## src/rtl/game_pkg.sv

```systemverilog
// Shared game constants: position format {X[18:9], Y[8:0]}, slot count default,
// fire FSM state encoding and small position field helpers.
package game_pkg;

  localparam int POS_W                 = 19;
  localparam int X_W                   = 10;
  localparam int Y_W                   = 9;
  localparam int DEF_MAX_PLAYER_BULLET = 15;

  // Field slices inside a packed position word
  localparam int X_MSB = 18;
  localparam int X_LSB = 9;
  localparam int Y_MSB = 8;
  localparam int Y_LSB = 0;

  typedef enum logic [0:0] {
    ST_READY    = 1'b0,
    ST_COOLDOWN = 1'b1
  } fire_state_e;

  // Extract the Y field of a position word
  function automatic logic [Y_W-1:0] pos_y(input logic [POS_W-1:0] p);
    return p[Y_MSB:Y_LSB];
  endfunction

  // Replace the Y field of a position word, keeping X
  function automatic logic [POS_W-1:0] pos_with_y(input logic [POS_W-1:0] p,
                                                  input logic [Y_W-1:0]   y);
    return {p[X_MSB:X_LSB], y};
  endfunction

endpackage

```

## src/rtl/free_slot_finder.sv

```systemverilog
// Combinational lowest-index priority encoder over a free-slot vector.
module free_slot_finder #(
  parameter int N     = 15,
  parameter int IDX_W = 4
) (
  input  logic [N-1:0]     i_Free,
  output logic [IDX_W-1:0] o_Index,
  output logic             o_Found
);

  // Scan from the top down so the lowest set bit is the last one written
  always_comb begin
    o_Index = {IDX_W{1'b0}};
    o_Found = 1'b0;
    for (int k = N - 1; k >= 0; k--) begin
      if (i_Free[k]) begin
        o_Index = IDX_W'(k);
        o_Found = 1'b1;
      end else begin
        o_Index = o_Index;
      end
    end
  end

endmodule

```

## src/rtl/player_bullet_pool.sv

```systemverilog
// Player bullet pool: fixed set of bullet slots, fire FSM with per-frame
// cooldown, upward movement per frame tick and per-slot hit kills.
// Optional shot statistics counter enabled by defining BULLET_POOL_STATS_EN.
module player_bullet_pool
  import game_pkg::*;
#(
  parameter int MAX_PLAYER_BULLET = DEF_MAX_PLAYER_BULLET,
  parameter int FIRE_COOLDOWN     = 8,
  parameter int BULLET_SPEED      = 1
) (
  input  logic                                 i_Clk,
  input  logic                                 i_Reset,
  input  logic                                 i_FrameTick,
  input  logic                                 i_Fire,
  input  logic [POS_W-1:0]                     i_PlayerPosition,
  input  logic [MAX_PLAYER_BULLET-1:0]         i_HitMask,
  output logic [MAX_PLAYER_BULLET-1:0]         o_PlayerBulletState,
  output logic [POS_W*MAX_PLAYER_BULLET-1:0]   o_PlayerBulletPosition,
  output logic                                 o_FireAccepted,
  output logic                                 o_Full
`ifdef BULLET_POOL_STATS_EN
  ,
  output logic [15:0]                          o_ShotCount
`endif
);

  localparam int IDX_W = (MAX_PLAYER_BULLET > 1) ? $clog2(MAX_PLAYER_BULLET) : 1;
  localparam int CD_W  = (FIRE_COOLDOWN > 1) ? $clog2(FIRE_COOLDOWN + 1) : 1;
  localparam logic [CD_W-1:0] CD_LOAD = CD_W'(FIRE_COOLDOWN);
  localparam logic [CD_W-1:0] CD_ONE  = CD_W'(1);
  localparam logic [Y_W-1:0]  SPEED_Y = Y_W'(BULLET_SPEED);

  logic [MAX_PLAYER_BULLET-1:0] r_state;
  logic [MAX_PLAYER_BULLET-1:0] w_state_next;
  logic [POS_W-1:0]             r_pos      [MAX_PLAYER_BULLET];
  logic [POS_W-1:0]             w_pos_next [MAX_PLAYER_BULLET];
  logic                         r_fire_accepted;
  logic                         r_full;
  fire_state_e                  r_fire_state;
  fire_state_e                  w_fire_state_next;
  logic [CD_W-1:0]              r_cd;
  logic [CD_W-1:0]              w_cd_next;
  logic                         w_accept;
  logic [IDX_W-1:0]             w_idx;
  logic                         w_found;

  // Free slots are judged on start-of-cycle state only, so same-cycle kills are not reused
  free_slot_finder #(
    .N     (MAX_PLAYER_BULLET),
    .IDX_W (IDX_W)
  ) u_finder (
    .i_Free  (~r_state),
    .o_Index (w_idx),
    .o_Found (w_found)
  );

  // Fire FSM state and cooldown counter registers
  always_ff @(posedge i_Clk or posedge i_Reset) begin
    if (i_Reset) begin
      r_fire_state <= ST_READY;
      r_cd         <= {CD_W{1'b0}};
    end else begin
      r_fire_state <= w_fire_state_next;
      r_cd         <= w_cd_next;
    end
  end

  // Fire FSM next state; a zero cooldown never leaves READY
  always_comb begin
    w_fire_state_next = r_fire_state;
    case (r_fire_state)
      ST_READY: begin
        if (i_FrameTick && i_Fire && w_found && (FIRE_COOLDOWN != 0)) begin
          w_fire_state_next = ST_COOLDOWN;
        end else begin
          w_fire_state_next = ST_READY;
        end
      end
      ST_COOLDOWN: begin
        if (i_FrameTick && (r_cd <= CD_ONE)) begin
          w_fire_state_next = ST_READY;
        end else begin
          w_fire_state_next = ST_COOLDOWN;
        end
      end
      default: w_fire_state_next = ST_READY;
    endcase
  end

  // Fire FSM outputs: shot acceptance and cooldown counter update
  always_comb begin
    w_accept  = 1'b0;
    w_cd_next = r_cd;
    case (r_fire_state)
      ST_READY: begin
        if (i_FrameTick && i_Fire && w_found) begin
          w_accept  = 1'b1;
          w_cd_next = CD_LOAD;
        end else begin
          w_accept  = 1'b0;
        end
      end
      ST_COOLDOWN: begin
        if (i_FrameTick && (r_cd != {CD_W{1'b0}})) begin
          w_cd_next = r_cd - CD_ONE;
        end else begin
          w_cd_next = r_cd;
        end
      end
      default: w_cd_next = {CD_W{1'b0}};
    endcase
  end

  // Per-slot update: hit kill beats movement; allocation only into a start-of-cycle free slot
  always_comb begin
    w_state_next = r_state;
    for (int k = 0; k < MAX_PLAYER_BULLET; k++) begin
      w_pos_next[k] = r_pos[k];
    end
    for (int k = 0; k < MAX_PLAYER_BULLET; k++) begin
      if (r_state[k]) begin
        if (i_HitMask[k]) begin
          w_state_next[k] = 1'b0;
        end else if (i_FrameTick) begin
          if (pos_y(r_pos[k]) >= SPEED_Y) begin
            w_pos_next[k] = pos_with_y(r_pos[k], pos_y(r_pos[k]) - SPEED_Y);
          end else begin
            w_state_next[k] = 1'b0;
          end
        end else begin
          w_state_next[k] = 1'b1;
        end
      end else if (w_accept && (w_idx == IDX_W'(k))) begin
        w_state_next[k] = 1'b1;
        w_pos_next[k]   = i_PlayerPosition;
      end else begin
        w_state_next[k] = 1'b0;
      end
    end
  end

  // Slot registers plus registered pulse and full flag
  always_ff @(posedge i_Clk or posedge i_Reset) begin
    if (i_Reset) begin
      r_state         <= {MAX_PLAYER_BULLET{1'b0}};
      r_fire_accepted <= 1'b0;
      r_full          <= 1'b0;
      for (int k = 0; k < MAX_PLAYER_BULLET; k++) begin
        r_pos[k] <= {POS_W{1'b0}};
      end
    end else begin
      r_state         <= w_state_next;
      r_fire_accepted <= w_accept;
      r_full          <= &w_state_next;
      for (int k = 0; k < MAX_PLAYER_BULLET; k++) begin
        r_pos[k] <= w_pos_next[k];
      end
    end
  end

  for (genvar g = 0; g < MAX_PLAYER_BULLET; g++) begin : g_pack
    assign o_PlayerBulletPosition[g*POS_W +: POS_W] = r_pos[g];
  end

  assign o_PlayerBulletState = r_state;
  assign o_FireAccepted      = r_fire_accepted;
  assign o_Full              = r_full;

`ifdef BULLET_POOL_STATS_EN
  logic [15:0] r_shot_count;

  // Saturating count of accepted shots
  always_ff @(posedge i_Clk or posedge i_Reset) begin
    if (i_Reset) begin
      r_shot_count <= 16'h0000;
    end else if (w_accept && (r_shot_count != 16'hFFFF)) begin
      r_shot_count <= r_shot_count + 16'h0001;
    end else begin
      r_shot_count <= r_shot_count;
    end
  end

  assign o_ShotCount = r_shot_count;
`endif

endmodule

```

## config.mk

```make
export PLATFORM = sky130hd
export DESIGN_NAME = player_bullet_pool
export DESIGN_NICKNAME = d
export VERILOG_FILES = /design/src/rtl/game_pkg.sv /design/src/rtl/free_slot_finder.sv /design/src/rtl/player_bullet_pool.sv
export SDC_FILE = /design/constraint.sdc
export NUM_CORES = 1
export LEC_CHECK = 0
export CORE_UTILIZATION = 55
export CTS_CLUSTER_DIAMETER = 60
export DETAILED_ROUTE_END_ITERATION = 7
export DONT_BUFFER_PORTS = 1
export GPL_ROUTABILITY_DRIVEN = 0
export PLACE_DENSITY = 0.7
export RECOVER_POWER = 100
export SETUP_SLACK_MARGIN = 0.02
export SLEW_MARGIN = 20
export SYNTH_ARGS = -nofsm -noshare
export SYNTH_HDL_FRONTEND = slang
export SYNTH_SLANG_ARGS = --single-unit
```

## constraint.sdc

```tcl
create_clock -name i_Clk -period 9.61 [get_ports i_Clk]
set_input_delay 0.4805 -clock i_Clk [delete_from_list [all_inputs] [get_ports i_Clk]]
set_output_delay 0.4805 -clock i_Clk [all_outputs]
set_load 0.02 [all_outputs]
```

==> Implementation_results.wiki, run 1 <==
{| class="wikitable"
! Metric !! Value
|-
| I/O pin cnt || 340
|-
| FFs w/ async S/R, synth || 100%
|-
| Hold depth || 2
|-
| Setup fix buffers added after clock tree synthesis || 0
|-
| Placed inst area || 16000 sq um
|-
| Count of instances resized after the clock tree is built || 0
|-
| Worst slew pin tran || 5.63 ns
|-
| Worst hold-check path type || input port to flop
|-
| Achievable Freq || 0.201 GHz
|-
| Worst Clk Skew || 0.0106 ns
|-
| CTS buffer count || 36
|-
| Largest stage delay on the critical path || 3.03 ns
|-
| Number of core rows || 61
|-
| Worst hold slack after final layout || a little under 0.08 ns
|-
| Cell accounting for the most synthesized area || dfrtp_1
|-
| Clk Tree Root Cell || clkbuf_16
|-
| Post-synthesis instance area || 15800 sq um
|-
| Critical Path RT || 10.11 ns
|-
| Post-synthesis register bit count || 307
|-
| DRC violation count after routing || 0
|-
| Critical Path Source Type || input port
|-
| Maximum vdd drop || roughly 0.14 mV
|-
| CTS tree || yes
|-
| Total number of H-tree levels || 2
|-
| Critical R2R Launch || o_PlayerBulletState[3]
|-
| Sink of the worst hold path || o_PlayerBulletPosition[50]
|-
| Post-layout min period || 4.96 ns
|-
| Average wire per cell in the routed design || between 20 and 25 microns
|-
| Final-layout fill cell count || 2368
|-
| Number of synthesized flops with an enable pin || 0
|-
| Global-route wire length before repair || 73.0 mm
|-
| Number of antenna violations at the first check in global routing || 0
|-
| Largest fanout on the critical path || 121
|-
| Predominant post-synthesis flop cell || dfrtp_1
|-
| Setup slack of the worst register-to-register path || 4.93 ns
|-
| All-Layer GR Usage || 32.6%
|-
| Setup repair after global routing missed its margin || false
|-
| Clock Sink Count || 307
|-
| Die W || 172 microns
|-
| Failing checks || capacitance limit, slew limit
|-
| Area contributors post-synth || dfrtp_1 (49%), mux2_2 (8.0%), nand2_1 (5.2%), o21ai_0 (3.6%), nor2_1 (3.0%)
|-
| Clock Path Buffers || 3
|-
| Number of different library cells in the post-synthesis netlist || between 80 and 90
|-
| Area Growth Syn to Fin || 7.96%
|-
| Initial DRC Count || 969
|-
| Avg Vias per Cell || 6.48
|-
| Synth top area share || just under 50%
|-
| Via count of the first global-routing pass || 12384
|-
| Critical register-to-register path endpoint || o_PlayerBulletPosition[155]
|-
| Post-synthesis instance total || around 1600
|-
| Cell depth of the worst flop-to-flop path || 7
|-
| Path type of the worst setup path || input port to async pin
|-
| GRT Residual Overflow || 0
|-
| HPWL Detailed || approximately 33 mm
|-
| Routed WL || 48.5 mm
|-
| Synth warnings || 0
|-
| Pin count of the biggest net entering global routing || around 120
|-
| Max-slew violations || 272
|-
| Number of violations of the max-capacitance limit || 8
|-
| CTS Hold Buffers Added || 0
|-
| Synth Area per Inst || 9.61 sq um
|-
| Cell repeated most along the worst path || buf_4
|-
| Clock Pin Slew Worst Setup and Hold Paths || 0.06 ns
|-
| Core ar. || about 28000 sq um
|-
| Number of failing hold endpoints at the final stage || 0
|-
| Leakage || 7.75 nW
|-
| Die Y || roughly 170 microns
|-
| Final number of setup-violating endpoints || 0
|-
| Clock insertion delay at the later pin of the skew report || 0.51 ns
|-
| Post-route fraction of the period consumed by the critical path || a little over 50%
|-
| Number of nets in the finished design || 1673
|-
| Data arrival time of the critical path || 5.46 ns
|-
| Setup total negative slack || 0 ns
|-
| Detail Route Antenna Nets || 0
|-
| Die outline area || roughly 29000 sq um
|-
| Number of I/O port buffers || 0
|-
| Cell chain of the critical path || clkinvlp_2 > buf_4 > buf_4
|-
| Synthesized net count || 1715
|-
| Worst Hold Launch || i_PlayerPosition[12]
|-
| Share of final-layout standard cells stronger than drive strength 1 || about 13%
|-
| Critical path endpoint category || async pin
|-
| Via Count || 12997
|-
| Result of the run || finished with violations
|-
| Relative slew slack || -276%
|-
| Most common cell after layout, fill and taps aside || dfrtp_1
|-
| Portion of the post-synthesis area used by sequential elements || 48.6%
|-
| Power per unit of standard cell area || 210 nW/um^2
|-
| Slowest stage cell on the critical path || clkinvlp_2
|-
| Post-route cell area || 17100 sq um
|-
| Starting Density || 56.5%
|-
| Highest-count cells in the layout ignoring fill and taps || dfrtp_1 (307), nand2_1 (219), nor2_1 (125), o21ai_0 (123), mux2_2 (112)
|-
| First-pass iteration count of the detailed router || 5
|}
## logic make-up after synthesis
logic type | share of synthesized area (%)
muxes | 9.11
adders and majority gates | 2.53
and+or+nand+nor | 18.2
AOI/OAI and AO/OA | 17.0
xor gates and xnor gates | 0.222
buffers and inverters | 4.37
DFF | 48.6
## metal layers
layer	up-vias	track usage (%)	part of all wire (%)
met5	-	0	0
met4	0	11.1	3.1
met3	98	10.8	11
met2	606	52.5	46
met1	6480	41.2	39
li1	5813	-	-
## cells in the mapped netlist (all sizes together) (17+ instances only)
cell type and instances:
nor2 125, a21oi 80, mux2 112, inv 74, nor4 26, dfrtp 307, clkbuf 66, mux2i 18
o22ai 28, o22a 28, buf 28, a31oi 25, nand3 45, o21ai 124, nor3 53, nand2b 17
nand4 17, nand2 220, ha 32
## registers in the layout, indices dropped and copies added (netlist names)
| register | flops |
|---|---|
| o_PlayerBulletPosition | 285 |
| o_PlayerBulletState | 15 |
| r_cd | 4 |
| o_FireAccepted | 1 |
| o_Full | 1 |
| r_fire_state | 1 |
## critical path: cells and delay by family
family	cells	cell delay (ns)
buffers and inverters	3	4.80
## layout make-up
type / instances / area, sq um / area share [%]
clock inverters: 13 / 133 / 0.777
clock buffers: 49 / 1020 / 5.98
repair buffers: 14 / 75.1 / 0.440
diodes: 1 / 2.50 / 0.0147
multi-input cells: 1168 / 7400 / 43.3
flip-flops and latches: 307 / 7680 / 45.0
inverters: 76 / 287 / 1.68
well taps: 378 / 473 / 2.77
## how the worst max path moves through the flow
stage	startpoint	to	slack (ns)	cells after the start
final	i_Reset	o_PlayerBulletPosition[107]	4.65	3
after global routing	i_Reset	o_PlayerBulletPosition[259]	3.62	3
after CTS	o_PlayerBulletState[1]	o_PlayerBulletPosition[195]	5.96	6
after detailed placement	o_PlayerBulletState[1]	o_PlayerBulletPosition[195]	5.98	6
after global placement	o_PlayerBulletState[1]	o_PlayerBulletPosition[197]	6.07	6
after floorplan	i_Reset	o_FireAccepted	0.64	1
## where the power goes
part,internal [mW],total [mW],leakage (nW),switching (mW)
combinational,0.175,0.409,3.19,0.234
sequential,1.44,1.83,3.99,0.388
clock,0.800,1.34,0.570,0.540
## through the flow
stage	worst slack (ns)	std cells	util [%]	power, mW
2_1_floorplan	0.642	1645	-	2.12
3_3_place_gp	6.07	1943	57.2	2.23
3_5_place_dp	5.98	1943	57.2	2.25
4_1_cts	5.96	2005	61.4	3.59
5_1_grt	3.62	2005	60.9	3.73
6_report	4.65	2006	61.0	3.58
No activity file was read; power rests on OpenSTA's default activity.
==> inputs of run 2 (changes only) <==
ABC_AREA = 1   (was unset)
PLACE_DENSITY = 0.67   (was 0.7)
clock period = 4.8 ns   (was 9.61 ns; I/O delays follow)
==> Implementation_results.wiki, run 2 <==
{| class="wikitable"
! Metric !! Value
|-
| Result of the run || finished with violations
|-
| Failing checks || hold timing, capacitance limit, slew limit
|-
| Die outline area || 29000 sq um (-1.3%)
|-
| Post-route fraction of the period consumed by the critical path || between 80% and 90%
|-
| Post-synthesis instance area || 15600 sq um (-1.3%)
|-
| Slowest stage cell on the critical path || dfrtp_1
|-
| Cell repeated most along the worst path || nand2_1
|-
| Global-route wire length before repair || 70.0 mm (-4.2%)
|-
| Number of I/O port buffers || 0 (unchanged)
|-
| Clk Tree Root Cell || clkbuf_16
|-
| Via Count || 13252 (+2.0%)
|-
| Avg Vias per Cell || 5.67 (-12%)
|-
| Clock Path Buffers || 3 (unchanged)
|-
| Cell chain of the critical path || nand2_1 > nand2_1 > nand2_1 > nand2_1 > nand2_1 > nand2_1 > nand2_1 > nand2_1 > nand2_1 > nand2_1 > nand2_1 > nand2_1 > nand4_1 > nand2_1 > nand2_1 > inv_2 > o21ai_0
|-
| Initial DRC Count || 1117 (+15%)
|-
| Count of instances resized after the clock tree is built || 0 (unchanged)
|-
| Worst Clk Skew || 0.0190 ns (+0.00847 ns)
|-
| Number of antenna violations at the first check in global routing || 1 (+1)
|-
| Number of nets in the finished design || 2001 (+20%)
|-
| Setup total negative slack || 0 ns (unchanged)
|-
| Global-route track usage on met1 || 38.9% (-2.2 points)
|-
| Area contributors post-synth || dfrtp_1 (49%), nand2_1 (12%), o21ai_0 (11%), inv_1 (4.3%), nor2_1 (3.9%)
|-
| Routed WL || 46.5 mm (-4.2%)
|-
| Average wire per cell in the routed design || 19.9 microns (-18%)
|-
| Number of core rows || 61 (unchanged)
|-
| Detail Route Antenna Nets || 0 (unchanged)
|-
| Top Usage Layer GRT || met2
|-
| Critical Path Source Type || flop
|-
| Met3 Resource Use GR || 11.7% (+0.86 points)
|-
| Data arrival time of the critical path || 4.39 ns (-1.07 ns)
|-
| Number of flip-flops in the largest register || 285 (unchanged)
|-
| Portion of the post-synthesis area used by sequential elements || 49.2% (+0.65 points)
|-
| Power per unit of standard cell area || 441 nW/um^2 (+110%)
|-
| All-Layer GR Usage || 31.7% (-0.97 points)
|-
| Number of synthesized flops with an enable pin || 0 (unchanged)
|-
| Post-Place Worst Slack || 1.38 ns (-4.60 ns)
|-
| GRT Residual Overflow || 0 (unchanged)
|-
| Final worst slack || 0.813 ns (-3.83 ns)
|-
| CTS Hold Buffers Added || 26 (+26)
|-
| Cell depth of the worst flop-to-flop path || 17 (+10)
|-
| Starting Density || 56.0% (-0.45 points)
|-
| Highest-count cells in the layout ignoring fill and taps || nand2_1 (490), o21ai_0 (402), dfrtp_1 (307), inv_1 (182), nor2_1 (162)
|-
| Post-layout min period || 3.99 ns
|-
| Pin count of the biggest net entering global routing || 142 (+16%)
|-
| Worst hold slack after final layout || -0.00318 ns (-0.0811 ns)
|-
| Clock Sink Count || 307 (unchanged)
|-
| Relative slew slack || -33.0% (+240 points)
|-
| Number of failing hold endpoints at the final stage || 2 (+2)
|-
| Number of cells in the design after placement || 2245 (+16%)
|-
| Share of final-layout standard cells stronger than drive strength 1 || 4.45% (-9.0 points)
|-
| Number of different library cells in the post-synthesis netlist || 49 (-42%)
|-
| Clock Power Share || 36.2% (-1.3 points)
|-
| Largest fanout on the critical path || 23 (-81%)
|-
| Setup fix buffers added after clock tree synthesis || 0 (unchanged)
|-
| Total internal power || 4.87 mW (+100%)
|-
| Setup repair after global routing missed its margin || false
|-
| Most common cell after layout, fill and taps aside || nand2_1
|-
| Worst Hold Launch || i_HitMask[14]
|-
| Predominant post-synthesis flop cell || dfrtp_1
|-
| Post-route cell area || 17000 sq um (-0.49%)
|-
| M2 GR Usage || 50.2% (-2.4 points)
|-
| Core ar. || 27900 sq um (-0.54%)
|-
| Worst slew pin tran || 2.00 ns (-3.64 ns)
|-
| Cell accounting for the most synthesized area || dfrtp_1
|-
| Hold depth || 3 (+1)
|-
| Post-synthesis instance total || 1958 (+19%)
|-
| Placed inst area || 15700 sq um (-2.1%)
|-
| Total number of H-tree levels || 2 (unchanged)
|-
| Final std cells w/o fill || 2337 (+17%)
|-
| Number of violations of the max-capacitance limit || 3 (-5)
|-
| Critical register-to-register path endpoint || o_PlayerBulletPosition[179]
|-
| Post-synthesis register bit count || 307 (unchanged)
|-
| Path type of the worst setup path || flop to flop
|-
| Cell class contributing the biggest share of worst-path delay || simple AND/OR/NAND/NOR gates
|-
| Setup slack of the worst register-to-register path || 0.81 ns (-4.12 ns)
|-
| Count of buffer and inverter cells on the critical path || 1 (-2)
|-
| FFs w/ async S/R, synth || 100% (unchanged)
|-
| Net Sw Frac || 35.0% (+2.5 points)
|-
| Die Y || 170 microns (-0.66%)
|-
| Synth Area per Inst || 7.97 sq um (-17%)
|-
| HPWL Detailed || 31.3 mm (-5.0%)
|-
| Die W || 170 microns (-0.66%)
|-
| Maximum vdd drop || 0.278 mV (+100%)
|-
| CTS buffer count || 36 (unchanged)
|-
| Achievable Freq || between 0.2 and 0.3 GHz
|-
| Critical path endpoint category || flop
|-
| Clock insertion delay at the later pin of the skew report || 0.53 ns (+0.02 ns)
|-
| Power spent charging and discharging nets || 2.62 mW (+130%)
|-
| Critical R2R Launch || o_PlayerBulletState[12]
|-
| Relative contribution of sequential cells to total power || 49.9% (-1.2 points)
|-
| CTS tree || yes
|-
| Leakage || 7.78 nW (+0.36%)
|-
| Levels on crit path || 17 (+14)
|-
| Clock Pin Slew Worst Setup and Hold Paths || 0.06 ns (about the same)
|-
| I/O pin cnt || 340 (unchanged)
|-
| Final number of setup-violating endpoints || 0 (unchanged)
|-
| Synth cell count leaders || nand2_1 (481), o21ai_0 (355), dfrtp_1 (307)
|-
| Max-slew violations || 312 (+15%)
|-
| Fraction of power consumed by combinational cells || 13.9% (+2.5 points)
|-
| Largest stage delay on the critical path || 0.94 ns (-2.09 ns)
|-
| First-pass iteration count of the detailed router || 5 (unchanged)
|-
| Synth warnings || 0 (unchanged)
|-
| Sink of the worst hold path || o_PlayerBulletPosition[272]
|-
| Synth top area share || 49.2% (+0.65 points)
|-
| Synthesized net count || 2028 (+18%)
|-
| Critical Path RT || 5.21 ns (-4.90 ns)
|-
| Most frequently used cell type in the post-synthesis netlist || nand2_1
|-
| Worst hold-check path type || input port to flop
|-
| Area Growth Syn to Fin || 8.88%
|-
| Via count of the first global-routing pass || 12297 (-0.70%)
|-
| DRC violation count after routing || 0 (unchanged)
|}
-- run 2: cell types whose count changed after synthesis, moves of 18 or more --
cell	previous run	this run
nand2_1	219	481
o21ai_0	114	355
mux2_2	112	0
inv_1	73	177
nor2_1	125	162
a21oi_1	80	47
nor3_1	53	21
o21ai_1	7	35
o22a_1	28	0
o22ai_1	28	4
xor2_1	2	25
nand3_1	45	65
nor4_1	21	2
mux2i_1	18	0
-- run 2: final cells by class --
cell class | count | area [sq um]
flip-flops and latches | 307 | 7680
diodes | 2 | 5.00
fillers | 2475 | 10900
clock inverters | 8 | 66.3
well taps | 378 | 473
repair buffers | 32 | 294
inverters | 187 | 704
multi-input cells | 1367 | 6660
clock buffers | 56 | 1110
-- run 2: logic make-up (layout without fill, tap and decap cells) --
| family | Yosys count | count (layout) | synth area share (%) |
|---|---|---|---|
| AO/OA/AOI/OAI | 534 | 534 | 18.9 |
| adder cells (fa/ha/maj) | 32 | 32 | 2.57 |
| flip-flops | 307 | 307 | 49.2 |
| XOR/XNOR | 29 | 29 | 1.63 |
| buffers and inverters | 284 | 283 | 7.37 |
| AND/OR/NAND/NOR | 772 | 772 | 20.3 |
| other | 0 | 2 | 0 |
-- run 2: worst max path at each step --
stage,startpoint,endpoint,slack [ns]
after global routing,o_PlayerBulletState[13],o_PlayerBulletPosition[178],0.52
final,o_PlayerBulletState[12],o_PlayerBulletPosition[179],0.81
after floorplan,i_Reset,o_FireAccepted,0.48
after detailed placement,o_PlayerBulletState[1],o_PlayerBulletPosition[152],1.38
after global placement,o_PlayerBulletState[12],o_PlayerBulletPosition[171],1.50
after CTS,o_PlayerBulletState[1],o_PlayerBulletPosition[152],1.37
-- run 2: power by group through the flow --
stage / registers (mW) / logic (mW) / clock network, mW
finish: 3.74 / 1.04 / 2.71
global route: 3.79 / 1.21 / 2.84
floorplan: 3.59 / 0.838 / 0
CTS: 3.73 / 1.06 / 2.74
global placement: 3.77 / 0.971 / 0
detailed placement: 3.77 / 1.01 / 0
-- run 2: per-layer routing --
layer | part of all wire [%] | wire length, microns
met1 | 40 | 18500
met2 | 45 | 21000
met3 | 11 | 5180
met4 | 3.8 | 1750
met5 | 0 | 0
-- run 2: worst reg2reg max path: stages (launching register included) --
cell	delay, ns
dfrtp_1	0.94
nand2_1	0.11
nand2_1	0.09
nand2_1	0.07
nand2_1	0.10
nand2_1	0.07
nand2_1	0.09
nand2_1	0.06
nand2_1	0.09
nand2_1	0.06
nand2_1	0.20
nand2_1	0.17
nand2_1	0.22
nand4_1	0.85
nand2_1	0.28
nand2_1	0.18
inv_2	0.21
o21ai_0	0.10
-- run 2: per-stage QoR --
| stage | total power, mW | utilization [%] | hold WS [ns] |
|---|---|---|---|
| after global placement | 4.74 | 56.4 | 0.357 |
| after global routing | 7.84 | 61.0 | 0.0262 |
| after CTS | 7.53 | 61.5 | 0.000441 |
| final | 7.49 | 61.0 | -0.00318 |
| after detailed placement | 4.78 | 56.4 | 0.358 |
| after floorplan | 4.43 | - | 0.348 |
==> inputs of run 3 (changes only) <==
ABC_AREA = 0   (was 1)
PLACE_DENSITY = 0.7   (was 0.67)
clock period = 3.4 ns   (was 4.8 ns; I/O delays follow)
==> Implementation_results.wiki, run 3 (same netlist as run 1, synthesis figures left out) <==
{| class="wikitable"
! Metric !! Value
|-
| Number of core rows || 61 (unchanged)
|-
| Data arrival time of the critical path || 3.46 ns (-0.93 ns)
|-
| Failing checks || capacitance limit, slew limit
|-
| Number of violations of the max-capacitance limit || 1 (-2)
|-
| Cell chain of the critical path || or3_1 > nor4b_1 > a21boi_0 > o21ai_0 > a21oi_1 > o221a_2
|-
| Number of failing hold endpoints at the final stage || 0 (-2)
|-
| Global-route wire length before repair || 76.1 mm (+8.7%)
|-
| Worst Clk Skew || 0.0156 ns (-0.00344 ns)
|-
| Area Growth Syn to Fin || 11.9%
|-
| Post-layout min period || 3.07 ns (-0.917 ns)
|-
| Total number of H-tree levels || 2 (unchanged)
|-
| Via count of the first global-routing pass || 12864 (+4.6%)
|-
| Clk Tree Root Cell || clkbuf_16
|-
| Endpoint of the most critical setup path || o_PlayerBulletPosition[60]
|-
| Avg Vias per Cell || 6.41 (+13%)
|-
| Largest fanout on the critical path || 8 (-65%)
|-
| Final-layout fill cell count || 2285 (-7.7%)
|-
| Highest-count cells in the layout ignoring fill and taps || dfrtp_1 (307), nand2_1 (219), nor2_1 (125), o21ai_0 (119), mux2_2 (112)
|-
| Maximum vdd drop || 0.511 mV (+84%)
|-
| Critical Path RT || 3.79 ns (-1.42 ns)
|-
| Slowest stage cell on the critical path || o21ai_0
|-
| Levels on crit path || 6 (-11)
|-
| Setup slack of the worst register-to-register path || 0.33 ns (-0.48 ns)
|-
| Count of buffer and inverter cells on the critical path || 0 (-1)
|-
| First-pass iteration count of the detailed router || 5 (unchanged)
|-
| Final number of setup-violating endpoints || 0 (unchanged)
|-
| HPWL Detailed || 33.1 mm (+6.0%)
|-
| Worst hold-check path type || input port to flop
|-
| Setup repair after global routing missed its margin || false
|-
| Total power consumption of the routed design || 10.2 mW (+36%)
|-
| Die Y || 172 microns (+0.66%)
|-
| Die outline area || 29400 sq um (+1.3%)
|-
| Core ar. || 28000 sq um (+0.55%)
|-
| Power per unit of standard cell area || 575 nW/um^2 (+31%)
|-
| Leakage || 8.03 nW (+3.2%)
|-
| Clock Path Buffers || 3 (unchanged)
|-
| Post-Place Worst Slack || 0.554 ns (-0.829 ns)
|-
| Initial DRC Count || 1021 (-8.6%)
|-
| Post-route fraction of the period consumed by the critical path || 90.3% (+7.2 points)
|-
| Clock insertion delay at the later pin of the skew report || 0.53 ns (about the same)
|-
| Count of instances resized after the clock tree is built || 0 (unchanged)
|-
| DRC violation count after routing || 0 (unchanged)
|-
| Clock Pin Slew Worst Setup and Hold Paths || 0.05 ns (about the same)
|-
| Util after Layout || 63.2% (+2.2 points)
|-
| Number of I/O port buffers || 0 (unchanged)
|-
| Critical path endpoint category || flop
|-
| Critical R2R Launch || o_PlayerBulletPosition[59]
|-
| Via Count || 13334 (+0.62%)
|-
| Launching instance or port of the critical path || o_PlayerBulletPosition[59]
|-
| Setup fix buffers added after clock tree synthesis || 0 (unchanged)
|-
| Cell class contributing the biggest share of worst-path delay || compound AO/OA/AOI/OAI gates
|-
| CTS tree || yes
|-
| Number of flip-flops in the largest register || 285 (unchanged)
|-
| Max-slew violations || 28 (-91%)
|-
| Path type of the worst setup path || flop to flop
|-
| Worst hold slack after final layout || 0.0112 ns (+0.0144 ns)
|-
| I/O pin cnt || 340 (unchanged)
|-
| CTS buffer count || 36 (unchanged)
|-
| Pin count of the biggest net entering global routing || 133 (-6.3%)
|-
| All-Layer GR Usage || 34.2% (+2.5 points)
|-
| Average wire per cell in the routed design || 24.3 microns (+22%)
|-
| Share of final-layout standard cells stronger than drive strength 1 || 14.8% (+10 points)
|-
| Routed WL || 50.5 mm (+8.7%)
|-
| Number of antenna violations at the first check in global routing || 8 (+7)
|-
| GRT Residual Overflow || 0 (unchanged)
|-
| Critical Path Source Type || flop
|-
| Cell depth of the worst flop-to-flop path || 6 (-11)
|-
| Relative slew slack || -7.43% (+26 points)
|-
| Largest stage delay on the critical path || 0.71 ns (-0.23 ns)
|-
| CTS Hold Buffers Added || 38 (+46%)
|-
| Starting Density || 56.5% (+0.45 points)
|-
| Clock Sink Count || 307 (unchanged)
|-
| Most common cell after layout, fill and taps aside || dfrtp_1
|-
| Final worst slack || 0.330 ns (-0.483 ns)
|-
| Result of the run || finished with violations
|-
| Detail Route Antenna Nets || 0 (unchanged)
|-
| Critical register-to-register path endpoint || o_PlayerBulletPosition[60]
|-
| Achievable Freq || 0.326 GHz (+30%)
|-
| Worst slew pin tran || 1.61 ns (-0.384 ns)
|-
| Number of nets in the finished design || 1744 (-13%)
|-
| Die W || 172 microns (+0.66%)
|}
## run 3: power by group
group	leakage [nW]	internal, mW	total, mW	switching, mW
logic	3.50	0.531	1.32	0.788
registers	3.99	4.07	5.17	1.10
clock network	0.542	2.14	3.69	1.55
total	8.03	6.74	10.2	3.44
## run 3: cell type report
type,count,area [sq um],share of cell area (%)
diodes,7,17.5,0.0990
clock buffers,45,986,5.57
clock inverters,15,131,0.742
inverters,76,287,1.62
multi-input cells,1168,7440,42.0
flip-flops and latches,307,7680,43.4
well taps,378,473,2.67
repair buffers,85,684,3.87
## run 3: how the worst min path moves through the flow
| stage | slack [ns] | endpoint | start | depth (start not counted) |
|---|---|---|---|---|
| 2_1_floorplan | 0.32 | o_PlayerBulletPosition[256] | i_PlayerPosition[9] | 1 |
| 3_3_place_gp | 0.17 | o_PlayerBulletPosition[129] | i_Reset | 1 |
| 3_5_place_dp | 0.17 | o_PlayerBulletPosition[129] | i_Reset | 1 |
| 4_1_cts | 0.005 | o_PlayerBulletPosition[82] | i_PlayerPosition[6] | 3 |
| 5_1_grt | 0.02 | o_PlayerBulletPosition[82] | i_PlayerPosition[6] | 3 |
| 6_report | 0.01 | o_PlayerBulletPosition[82] | i_PlayerPosition[6] | 3 |
## run 3: metal layers
metal	track usage [%]	up-vias	wire [microns]
met5	0	-	0
met4	13.1	0	1810
met3	12.1	127	5800
met2	55.2	672	23800
met1	41.9	6578	19100
li1	-	5957	-
## run 3: stage by stage
step / instance area, sq um / TNS [ns] / cells
finish: 17700 / 0 / 2081
global route: 17700 / 0 / 2079
CTS: 17800 / 0 / 2074
detailed placement: 16300 / 0 / 1976
global placement: 16300 / 0 / 1976
floorplan: 15800 / -262.47 / 1645
## run 3: tightest hold or removal path, delay by kind of cell
family / cells / cell delay [ns]
AOI/OAI and AO/OA: 2 / 0.29
and+or+nand+nor: 1 / 0.02
